==> config.mk <==
export PLATFORM = sky130hd
export DESIGN_NAME = z8_timer
export DESIGN_NICKNAME = d
export VERILOG_FILES = /design/src/rtl/z8_timer_pkg.sv /design/src/rtl/z8_timer_channel.sv /design/src/rtl/z8_timer.sv
export SDC_FILE = /design/constraint.sdc
export NUM_CORES = 1
export LEC_CHECK = 0
export ABC_AREA = 1
export CAP_MARGIN = 20
export CORE_MARGIN = 2
export CORE_UTILIZATION = 30
export DETAILED_ROUTE_END_ITERATION = 6
export GPL_ROUTABILITY_DRIVEN = 1
export GPL_TIMING_DRIVEN = 0
export PLACE_DENSITY = 0.44
export RECOVER_POWER = 25
export SLEW_MARGIN = 5
export SYNTH_ARGS = -nofsm -noshare
export SYNTH_HDL_FRONTEND = slang
export SYNTH_HIERARCHICAL = 1
export SYNTH_SLANG_ARGS = --single-unit
==> constraint.sdc <==
create_clock -name clk -period 2.2 [get_ports clk]
set_clock_uncertainty 0.2 [all_clocks]
set_input_delay 0.44 -clock clk [delete_from_list [all_inputs] [get_ports clk]]
set_output_delay 0.44 -clock clk [all_outputs]
set_load 0.03 [all_outputs]
==> src/rtl/z8_timer_pkg.sv <==
// Shared constants for the Z8 dual timer: SFR map, TMR bit positions, TOUT modes.
package z8_timer_pkg;

  localparam logic [7:0] TMR_ADDR  = 8'hF1;
  localparam logic [7:0] T1_ADDR   = 8'hF2;
  localparam logic [7:0] PRE1_ADDR = 8'hF3;
  localparam logic [7:0] T0_ADDR   = 8'hF4;
  localparam logic [7:0] PRE0_ADDR = 8'hF5;

  localparam int TMR_LD0 = 0;
  localparam int TMR_EN0 = 1;
  localparam int TMR_LD1 = 2;
  localparam int TMR_EN1 = 3;

  typedef enum logic [1:0] {
    TOUT_HOLD  = 2'b00,
    TOUT_T0    = 2'b01,
    TOUT_T1    = 2'b10,
    TOUT_HOLD3 = 2'b11
  } tout_mode_e;

endpackage

==> src/rtl/z8_timer_channel.sv <==
// One timer channel: 6-bit prescaler feeding an 8-bit down-counter, with reload
// registers and a continuous/single-pass mode bit.
module z8_timer_channel
(
  input  logic       clk,
  input  logic       reset_n,
  input  logic       i_wr_cnt,
  input  logic       i_wr_pre,
  input  logic [7:0] i_wdata,
  input  logic       i_load,
  input  logic       i_tick,
  input  logic       i_en,
  output logic [7:0] o_count,
  output logic       o_tc,
  output logic       o_done
);

  logic [5:0] r_pre_rld;
  logic [7:0] r_cnt_rld;
  logic       r_cont;
  logic [5:0] r_pre;
  logic [7:0] r_cnt;
  logic       w_dec;

  // Stored value 0 naturally gives 64/256 steps because the decrement wraps.
  assign w_dec   = i_en && i_tick && !i_load && (r_pre == 6'd1);
  assign o_tc    = w_dec && (r_cnt == 8'd1);
  assign o_done  = o_tc && !r_cont;
  assign o_count = r_cnt;

  always_ff @(posedge clk or negedge reset_n) begin
    if (!reset_n) begin
      r_pre_rld <= '0;
      r_cnt_rld <= '0;
      r_cont    <= 1'b0;
      r_pre     <= '0;
      r_cnt     <= '0;
    end else begin
      if (i_wr_cnt) r_cnt_rld <= i_wdata;
      if (i_wr_pre) begin
        r_pre_rld <= i_wdata[7:2];
        r_cont    <= i_wdata[0];
      end
      if (i_load) begin
        r_pre <= r_pre_rld;
        r_cnt <= r_cnt_rld;
      end else if (i_en && i_tick) begin
        if (r_pre == 6'd1) begin
          r_pre <= r_pre_rld;
          if (r_cnt == 8'd1) r_cnt <= r_cont ? r_cnt_rld : 8'd0;
          else               r_cnt <= r_cnt - 8'd1;
        end else begin
          r_pre <= r_pre - 6'd1;
        end
      end
    end
  end

endmodule

==> src/rtl/z8_timer.sv <==
// Z8-compatible dual timer/counter on the SFR bus (F1h-F5h).
// Define Z8_TIMER_T1_EXT_CLK_EN to let PRE1 bit1 select the synchronised tin edge for T1.
module z8_timer
  import z8_timer_pkg::*;
#(
  parameter int CLK_DIV = 4
)
(
  input  logic       clk,
  input  logic       reset_n,
  input  logic [7:0] sfr_addr,
  input  logic       sfr_wr,
  input  logic [7:0] sfr_wdata,
  output logic [7:0] sfr_rdata,
  input  logic       tin,
  output logic       tout,
  output logic       irq_t0,
  output logic       irq_t1
);

  localparam int DW = $clog2(CLK_DIV);

  logic [DW-1:0] r_div;
  logic [7:0]    r_tmr;
  logic          r_tout;
  logic          r_irq0, r_irq1;
  logic          w_tick, w_src1;
  logic          w_wr_tmr, w_wr_t0, w_wr_t1, w_wr_pre0, w_wr_pre1;
  logic          w_load0, w_load1;
  logic [7:0]    w_cnt0, w_cnt1;
  logic          w_tc0, w_tc1, w_done0, w_done1;

  assign w_tick    = (r_div == DW'(CLK_DIV - 1));
  assign w_wr_tmr  = sfr_wr && (sfr_addr == TMR_ADDR);
  assign w_wr_t0   = sfr_wr && (sfr_addr == T0_ADDR);
  assign w_wr_t1   = sfr_wr && (sfr_addr == T1_ADDR);
  assign w_wr_pre0 = sfr_wr && (sfr_addr == PRE0_ADDR);
  assign w_wr_pre1 = sfr_wr && (sfr_addr == PRE1_ADDR);
  assign w_load0   = w_wr_tmr && sfr_wdata[TMR_LD0];
  assign w_load1   = w_wr_tmr && sfr_wdata[TMR_LD1];

`ifdef Z8_TIMER_T1_EXT_CLK_EN
  logic [2:0] r_sync;
  logic       r_pre1_int;
  logic       w_tin_edge;

  // Two synchroniser flops, then a third flop for rising-edge detection.
  assign w_tin_edge = r_sync[1] && !r_sync[2];
  assign w_src1     = r_pre1_int ? w_tick : w_tin_edge;

  always_ff @(posedge clk or negedge reset_n) begin
    if (!reset_n) begin
      r_sync     <= '0;
      r_pre1_int <= 1'b0;
    end else begin
      r_sync <= {r_sync[1:0], tin};
      if (w_wr_pre1) r_pre1_int <= sfr_wdata[1];
    end
  end
`else
  logic w_unused_tin;
  assign w_unused_tin = tin;
  assign w_src1       = w_tick;
`endif

  z8_timer_channel u_t0 (
    .clk(clk), .reset_n(reset_n),
    .i_wr_cnt(w_wr_t0), .i_wr_pre(w_wr_pre0), .i_wdata(sfr_wdata),
    .i_load(w_load0), .i_tick(w_tick), .i_en(r_tmr[TMR_EN0]),
    .o_count(w_cnt0), .o_tc(w_tc0), .o_done(w_done0)
  );

  z8_timer_channel u_t1 (
    .clk(clk), .reset_n(reset_n),
    .i_wr_cnt(w_wr_t1), .i_wr_pre(w_wr_pre1), .i_wdata(sfr_wdata),
    .i_load(w_load1), .i_tick(w_src1), .i_en(r_tmr[TMR_EN1]),
    .o_count(w_cnt1), .o_tc(w_tc1), .o_done(w_done1)
  );

  always_ff @(posedge clk or negedge reset_n) begin
    if (!reset_n) begin
      r_div  <= '0;
      r_tmr  <= '0;
      r_tout <= 1'b1;
      r_irq0 <= 1'b0;
      r_irq1 <= 1'b0;
    end else begin
      r_div  <= r_div + 1'b1;
      r_irq0 <= w_tc0;
      r_irq1 <= w_tc1;
      if (w_wr_tmr)
        r_tmr <= {sfr_wdata[7:4], sfr_wdata[TMR_EN1], 1'b0, sfr_wdata[TMR_EN0], 1'b0};
      // Single-pass completion wins over a same-edge TMR write that keeps enable set.
      if (w_done0) r_tmr[TMR_EN0] <= 1'b0;
      if (w_done1) r_tmr[TMR_EN1] <= 1'b0;
      case (tout_mode_e'(r_tmr[5:4]))
        TOUT_T0: if (w_tc0) r_tout <= ~r_tout;
        TOUT_T1: if (w_tc1) r_tout <= ~r_tout;
        default: r_tout <= r_tout;
      endcase
    end
  end

  always_comb begin
    sfr_rdata = 8'h00;
    case (sfr_addr)
      TMR_ADDR: sfr_rdata = r_tmr;
      T1_ADDR:  sfr_rdata = w_cnt1;
      T0_ADDR:  sfr_rdata = w_cnt0;
      default:  sfr_rdata = 8'h00;
    endcase
  end

  assign tout   = r_tout;
  assign irq_t0 = r_irq0;
  assign irq_t1 = r_irq1;

endmodule

**Yosys cells after proc, flatten, opt, wreduce, memory -nomap -nowiden**

Index checks and enable logic that the tools add are counted.

- Add/subtract/negate cells: 5
- Multipliers: 0
- Div/mod/pow operators: 0
- Magnitude comparators: 0
- Equality and inequality tests: 14
- Shift operators: 0
- Mux-type cells: 23
- Bitwise gates (word level): 1
- Reduce and logical (&&, ||, !) cells: 31

Operators by type and width:

| kind | number |
|---|---|
| 8-bit 2-to-1 mux | 10 |
| 8-bit == test, second input constant | 5 |
| 6-bit 2-to-1 mux | 6 |
| 8-bit one-hot mux with 3 select lines | 1 |
| 1-bit logical AND | 17 |
| 8-bit by 1-bit == test with 1-bit output, second input constant | 2 |
| 8-bit by 1-bit subtractor with 8-bit output, second input constant | 2 |
| 2-bit nonzero test | 7 |
| 6-bit by 1-bit == test with 1-bit output, second input constant | 2 |
| 6-bit by 1-bit subtractor with 6-bit output, second input constant | 2 |
| 2-bit == test, second input constant | 2 |
| 1-bit logical NOT | 4 |
| 1-bit 2-to-1 mux | 4 |
| 4-bit 2-to-1 mux | 1 |
| 2-bit by 1-bit != test with 1-bit output, second input constant | 2 |
| 2-bit AND reduction | 2 |
| 3-bit AND reduction | 1 |
| 2-bit by 1-bit adder with 2-bit output, second input constant | 1 |
| 2-bit by 1-bit == test with 1-bit output, second input constant | 1 |
| 1-bit one-hot mux with 2 select lines | 1 |
| 1-bit inverter | 1 |

- Register bits after elaboration: 69
- Latch bits: 0
- Bits in writable memories: 0
- Bits in read-only memories: 0
- Input port bits: 20
- Output and inout port bits: 11
- Logic and storage cells: 91
- Memories kept: 0

**Logic depth before layout (Yosys ltp)**

- Depth after elaboration: 9
- Mapped depth: 13
- Depth with buffers taken out: 12

**Modules after synthesis**

Netlist, hierarchy kept.

Modules (own cells, without submodules):

| module | instances | cells each | area each (sq um) | seq. area each (sq um) |
|---|---|---|---|---|
| z8_timer_channel | 2 | 196 | 1596.5 | 725.7 |
| z8_timer | 1 | 107 | 743.2 | 276.5 |

**Worst setup path after synthesis**

No wires, ideal clock.

- Path type: in2reg
- Start point: input sfr_addr[5]
- End point: register u_t0.r_pre[4]
- Library setup time: 0.117 ns
- Data arrival time: 1.773 ns
- Setup slack: 0.110 ns
- Stages: 12
- Path buffers: 1
- Cell sequence: nand2_1 > nor2_4 > nand4_1 > nor2_1 > inv_2 > nand2_4 > buf_6 > nand3_2 > xor2_1 > nand2_1 > o21ai_1 > inv_1

- Word-level cells in the longest chain between the ends: 4
- Elaborated cells on any way between the ends: 5
- Classes of those cells: eq/ne: 1; mux: 1; reduce/logical: 3

RTL lines:

| item | RTL line | RTL |
|---|---|---|
| start, declared | z8_timer.sv:11 | `input logic [7:0] sfr_addr,` |
| 8-bit == test * | z8_timer.sv:34 | `assign w_wr_tmr = sfr_wr && (sfr_addr == TMR_ADDR);` |
| 1-bit logical AND * | z8_timer.sv:34 |  |
| 1-bit logical AND * | z8_timer.sv:39 | `assign w_load0 = w_wr_tmr && sfr_wdata[TMR_LD0];` |
| net w_load0 | z8_timer.sv:29 | `logic w_load0, w_load1;` |
| 6-bit 2-to-1 mux or 2-bit nonzero test (tied branches) | - |  |
| end signal, assigned | z8_timer_channel.sv:45 | `r_pre <= r_pre_rld;` |
| end signal, assigned | z8_timer_channel.sv:49 | `r_pre <= r_pre_rld;` |
| end signal, assigned | z8_timer_channel.sv:53 | `r_pre <= r_pre - 6'd1;` |
| end, declared | z8_timer_channel.sv:21 | `logic [5:0] r_pre;` |

Mark *: on every way through the listed nets, which the timed path passes. The rest lies on a longest branch.
A chain may end at the register's enable or synchronous reset.

**Worst setup path after layout**

- Start point: input sfr_addr[2]
- End point: output sfr_rdata[1]

- Word-level cells in the longest chain between the ends: 2
- Elaborated cells on any way between the ends: 4
- Classes of those cells: eq/ne: 3; mux: 1

RTL lines:

| item | RTL line | RTL |
|---|---|---|
| 8-bit == test | z8_timer.sv:106 | `case (sfr_addr)` |
| 8-bit one-hot mux with 3 select lines * | z8_timer.sv:106 |  |
| end, declared | z8_timer.sv:14 | `output logic [7:0] sfr_rdata,` |

Every way passes the cells marked *; elsewhere a longest branch is shown, timed or not.

==> flow_metrics.tcl <==
set metrics [dict create \
    status "finished, final reports clean" \
    r2r_start "u_t0/r_pre[1]$_DFFE_PN0P_" \
    wl_per_cell_um 14.1 \
    ys_warn_count 6 \
    die_y_um 119 \
    max_freq_ghz 0.467 \
    hold_depth 1 \
    htreeDepth 3 \
    max_slew_margin_pct 50.1 \
    ctsLongestPathBuffers 2 \
    drive_gt1_share_pct 22.8 \
    fin_hold_ws_ps 219 \
    synth_most_common_cell "nand2_1" \
    synth_ff_type "dfrtp_1" \
    grt_max_degree 53 \
    slew_violations 0 \
    grt_pass1_vias 3226 \
    fp.dieArea_um2 14100 \
    n_antenna_cell 0 \
    clkLatencyLatePin_ps 340 \
    synth_compound_area_share_pct 5.47 \
    ctsRootBufferMaster "clkbuf_16" \
    pwr_density_cell_nw_per_um2 590 \
    num_vias 3413 \
    arrival_ps 1500 \
    drv_cap 0 \
    ant_nets 0 \
    end_kind "output port" \
    path_clk_slew_ps 50 \
    totalPowerFinal_mw 2.99 \
    hp-start "r_div[0]$_DFF_PN0_" \
    dr.pass1.iters 4 \
    viasPerCell 4.61 \
    yosysTopAreaCell "dfrtp_1" \
    grt_pass1_wl_um 16900 \
    yosys.area_share.simple_pct 33.6 \
    cts_sinks 69 \
    dp_cells 701 \
    core_region_area_um2 12700 \
    path_max_fanout 8 \
    multi_input_area_um2 2040 \
    drc 0 \
    finalHoldViolCount 0 \
    r2r_end "tout$_DFFE_PN1P_" \
    hold_end "r_div[0]$_DFF_PN0_" \
    synth_fp_nets 528 \
    antenna_found_initial 0 \
    syn-cell-area_um2 3940 \
    synth.area.mux_share_pct 5.72 \
    overflow 0 \
    hold_class "flop to flop" \
    synth_seq_cells 69 \
    fin_crit_sh_pct 97.3 \
    avgSynthCellArea_um2 7.89 \
    cts_tree "built" \
    numCtsBuffers 9 \
    cpPeakStageDelay_ps 290 \
    synthAdderAreaFrac_pct 2.86 \
    syn_to_final_growth_pct 28.6 \
    tightest_slew_ps 749 \
    report.final.setup_viol 0 \
    grt_util_all_layers_pct 15.7 \
    crit_chain "dlygate4sd2_1 -> inv_2 -> nand2_4 -> nor2_4 -> nand3_1 -> nand3_2 -> buf_6" \
    async_reset_ff_share_pct 100 \
    start_util_pct 30.9 \
    fin_ws_ps 59.8 \
    crit_type "primary input to output port" \
    ff2ff_setup_slack_ps 250 \
    place_ws_ps -862 \
    io_buffers 29 \
    fin_nets 593 \
    gp_congestion 0.799 \
    rsz0062_at_grt "yes" \
    synth_top_cells_by_count "nand2_1, dfrtp_1, nor2_1" \
    synth_edf_count 0 \
    synth_top_family_by_area "simple AND/OR/NAND/NOR gates" \
    finalCriticalPeriod_ps 2140 \
    worst-r2r-cell-count 8 \
    io_pins 31 \
    synthTopCellsByArea "dfrtp_1, nand2_1, nand3_1" \
    synth_top_area_share_pct 43.2 \
    syn-instance-count 499 \
    routed_wl_um 10500 \
    final_cells 741 \
    worstPathRequired_ps 1560 \
    dp_hpwl_um 7440 \
    fin_util_pct 39.8 \
    synth_xor_area_share_pct 1.11 \
    die_x_um 119 \
    ys_seq_area_share_pct 43.9 \
    startpoint_type "primary input" \
    slowest_stage "dlygate4sd2_1" \
    num_rows 41 \
    p_leak_nw 2.68 \
    num-fill-cells 1340 \
    seq_area_um2 1730 \
    drt_iter0_drc 172 \
    worst_ir_drop_vdd_uv 293 \
    yosysUniqueCellTypes 31 \
]
[stage by stage]
step	setup TNS, ps	area (um2)
finish	0	5060
global route	-71.5	5060
CTS	0	4910
detailed placement	-37900	4470
global placement	-182350	4440
floorplan	0	3940
[critical path, delay by kind of cell]
kind / cells / cell delay, ps
buffers and inverters: 3 / 520
AND/OR/NAND/NOR: 4 / 540
[what timing repair did]
item | in CTS | in global routing
setup buffers | 9 | 10
pin swaps | 8 | 5
endpoints found under the hold margin | 17 | 0
hold buffers | 1 | 0
resized for setup | 86 | 31
setup endpoints to repair | 53 | 42
cloned | 2 | 2
[worst max-delay path by stage]
stage | slack [ps] | cells past startpoint | endpoint | start
after floorplan | 110 | 12 | u_t0/r_pre[4]$_DFFE_PN0P_ | sfr_addr[5]
after global placement | -2130 | 1 | u_t1/o_count[5]$_DFFE_PN0P_ | reset_n
after detailed placement | -860 | 7 | sfr_rdata[7] | sfr_addr[3]
after CTS | 4 | 1 | tout | tout$_DFFE_PN1P_
after global routing | -30 | 15 | u_t0/r_pre[4]$_DFFE_PN0P_ | sfr_addr[4]
final | 60 | 7 | sfr_rdata[1] | sfr_addr[2]
[metal layers]
| layer | global-route usage [%] | up-vias | wire, um |
|---|---|---|---|
| met1 | 21.6 | 1605 | 5210 |
| met3 | 3.72 | 9 | 443 |
| met4 | 5.58 | 0 | 122 |
| met5 | 0 | - | 0 |
| met2 | 24.1 | 70 | 4700 |
| li1 | - | 1729 | - |
[cell usage in the layout (no fill, tap or decap), types with 6 or more instances in the layout]
cell	synthesis	layout
dfrtp_1	68	68
nand3_1	50	39
nor2_1	51	48
clkbuf_16	0	9
inv_1	50	48
nor2_4	6	10
buf_6	4	16
nand2_2	7	7
o21ai_0	24	24
a21oi_1	6	6
nand2_4	6	10
nand3_2	2	13
clkdlybuf4s50_1	0	9
nand2_1	150	146
clkbuf_1	2	6
dlygate4sd2_1	0	7
buf_4	0	18
mux2_2	20	20
ha_1	9	9
[area by class of cell]
class | count | share of cell area (%)
plain buffers | 12 | 1.98
clock buffers | 15 | 5.29
clock inverters | 1 | 0.0989
inverters | 55 | 4.30
multi-input cells | 363 | 40.3
flip-flops and latches | 69 | 34.1
well taps | 172 | 4.25
repair buffers | 54 | 9.61
[where the power goes]
group          switching (mW)  internal (mW)
clock network           0.531          0.825
registers              0.0385           1.33
logic                   0.159          0.101
total                   0.729           2.26
[kinds of logic (layout without fill, tap and decap cells)]
group	count (synthesis)	in the layout
flops	69	69
compound gates	40	40
mux	20	20
simple gates	289	289
xor+xnor	5	5
fa+ha+maj	9	9
buf+inv	67	137
[sequential cells by signal, summed over array words and instances, names as in the netlist]
name            cells
r_div               2
u_t0/r_cont         1
u_t1/r_cont         1
u_t1/r_pre          6
u_t0/r_cnt_rld      8
u_t0/r_pre          6
tout                1
u_t1/o_count        8
u_t1/r_pre_rld      6
u_t0/r_pre_rld      6
u_t1/r_cnt_rld      8
irq_t0              1
irq_t1              1
u_t0/o_count        8
r_tmr               6
(Power assumes the default switching activity.)
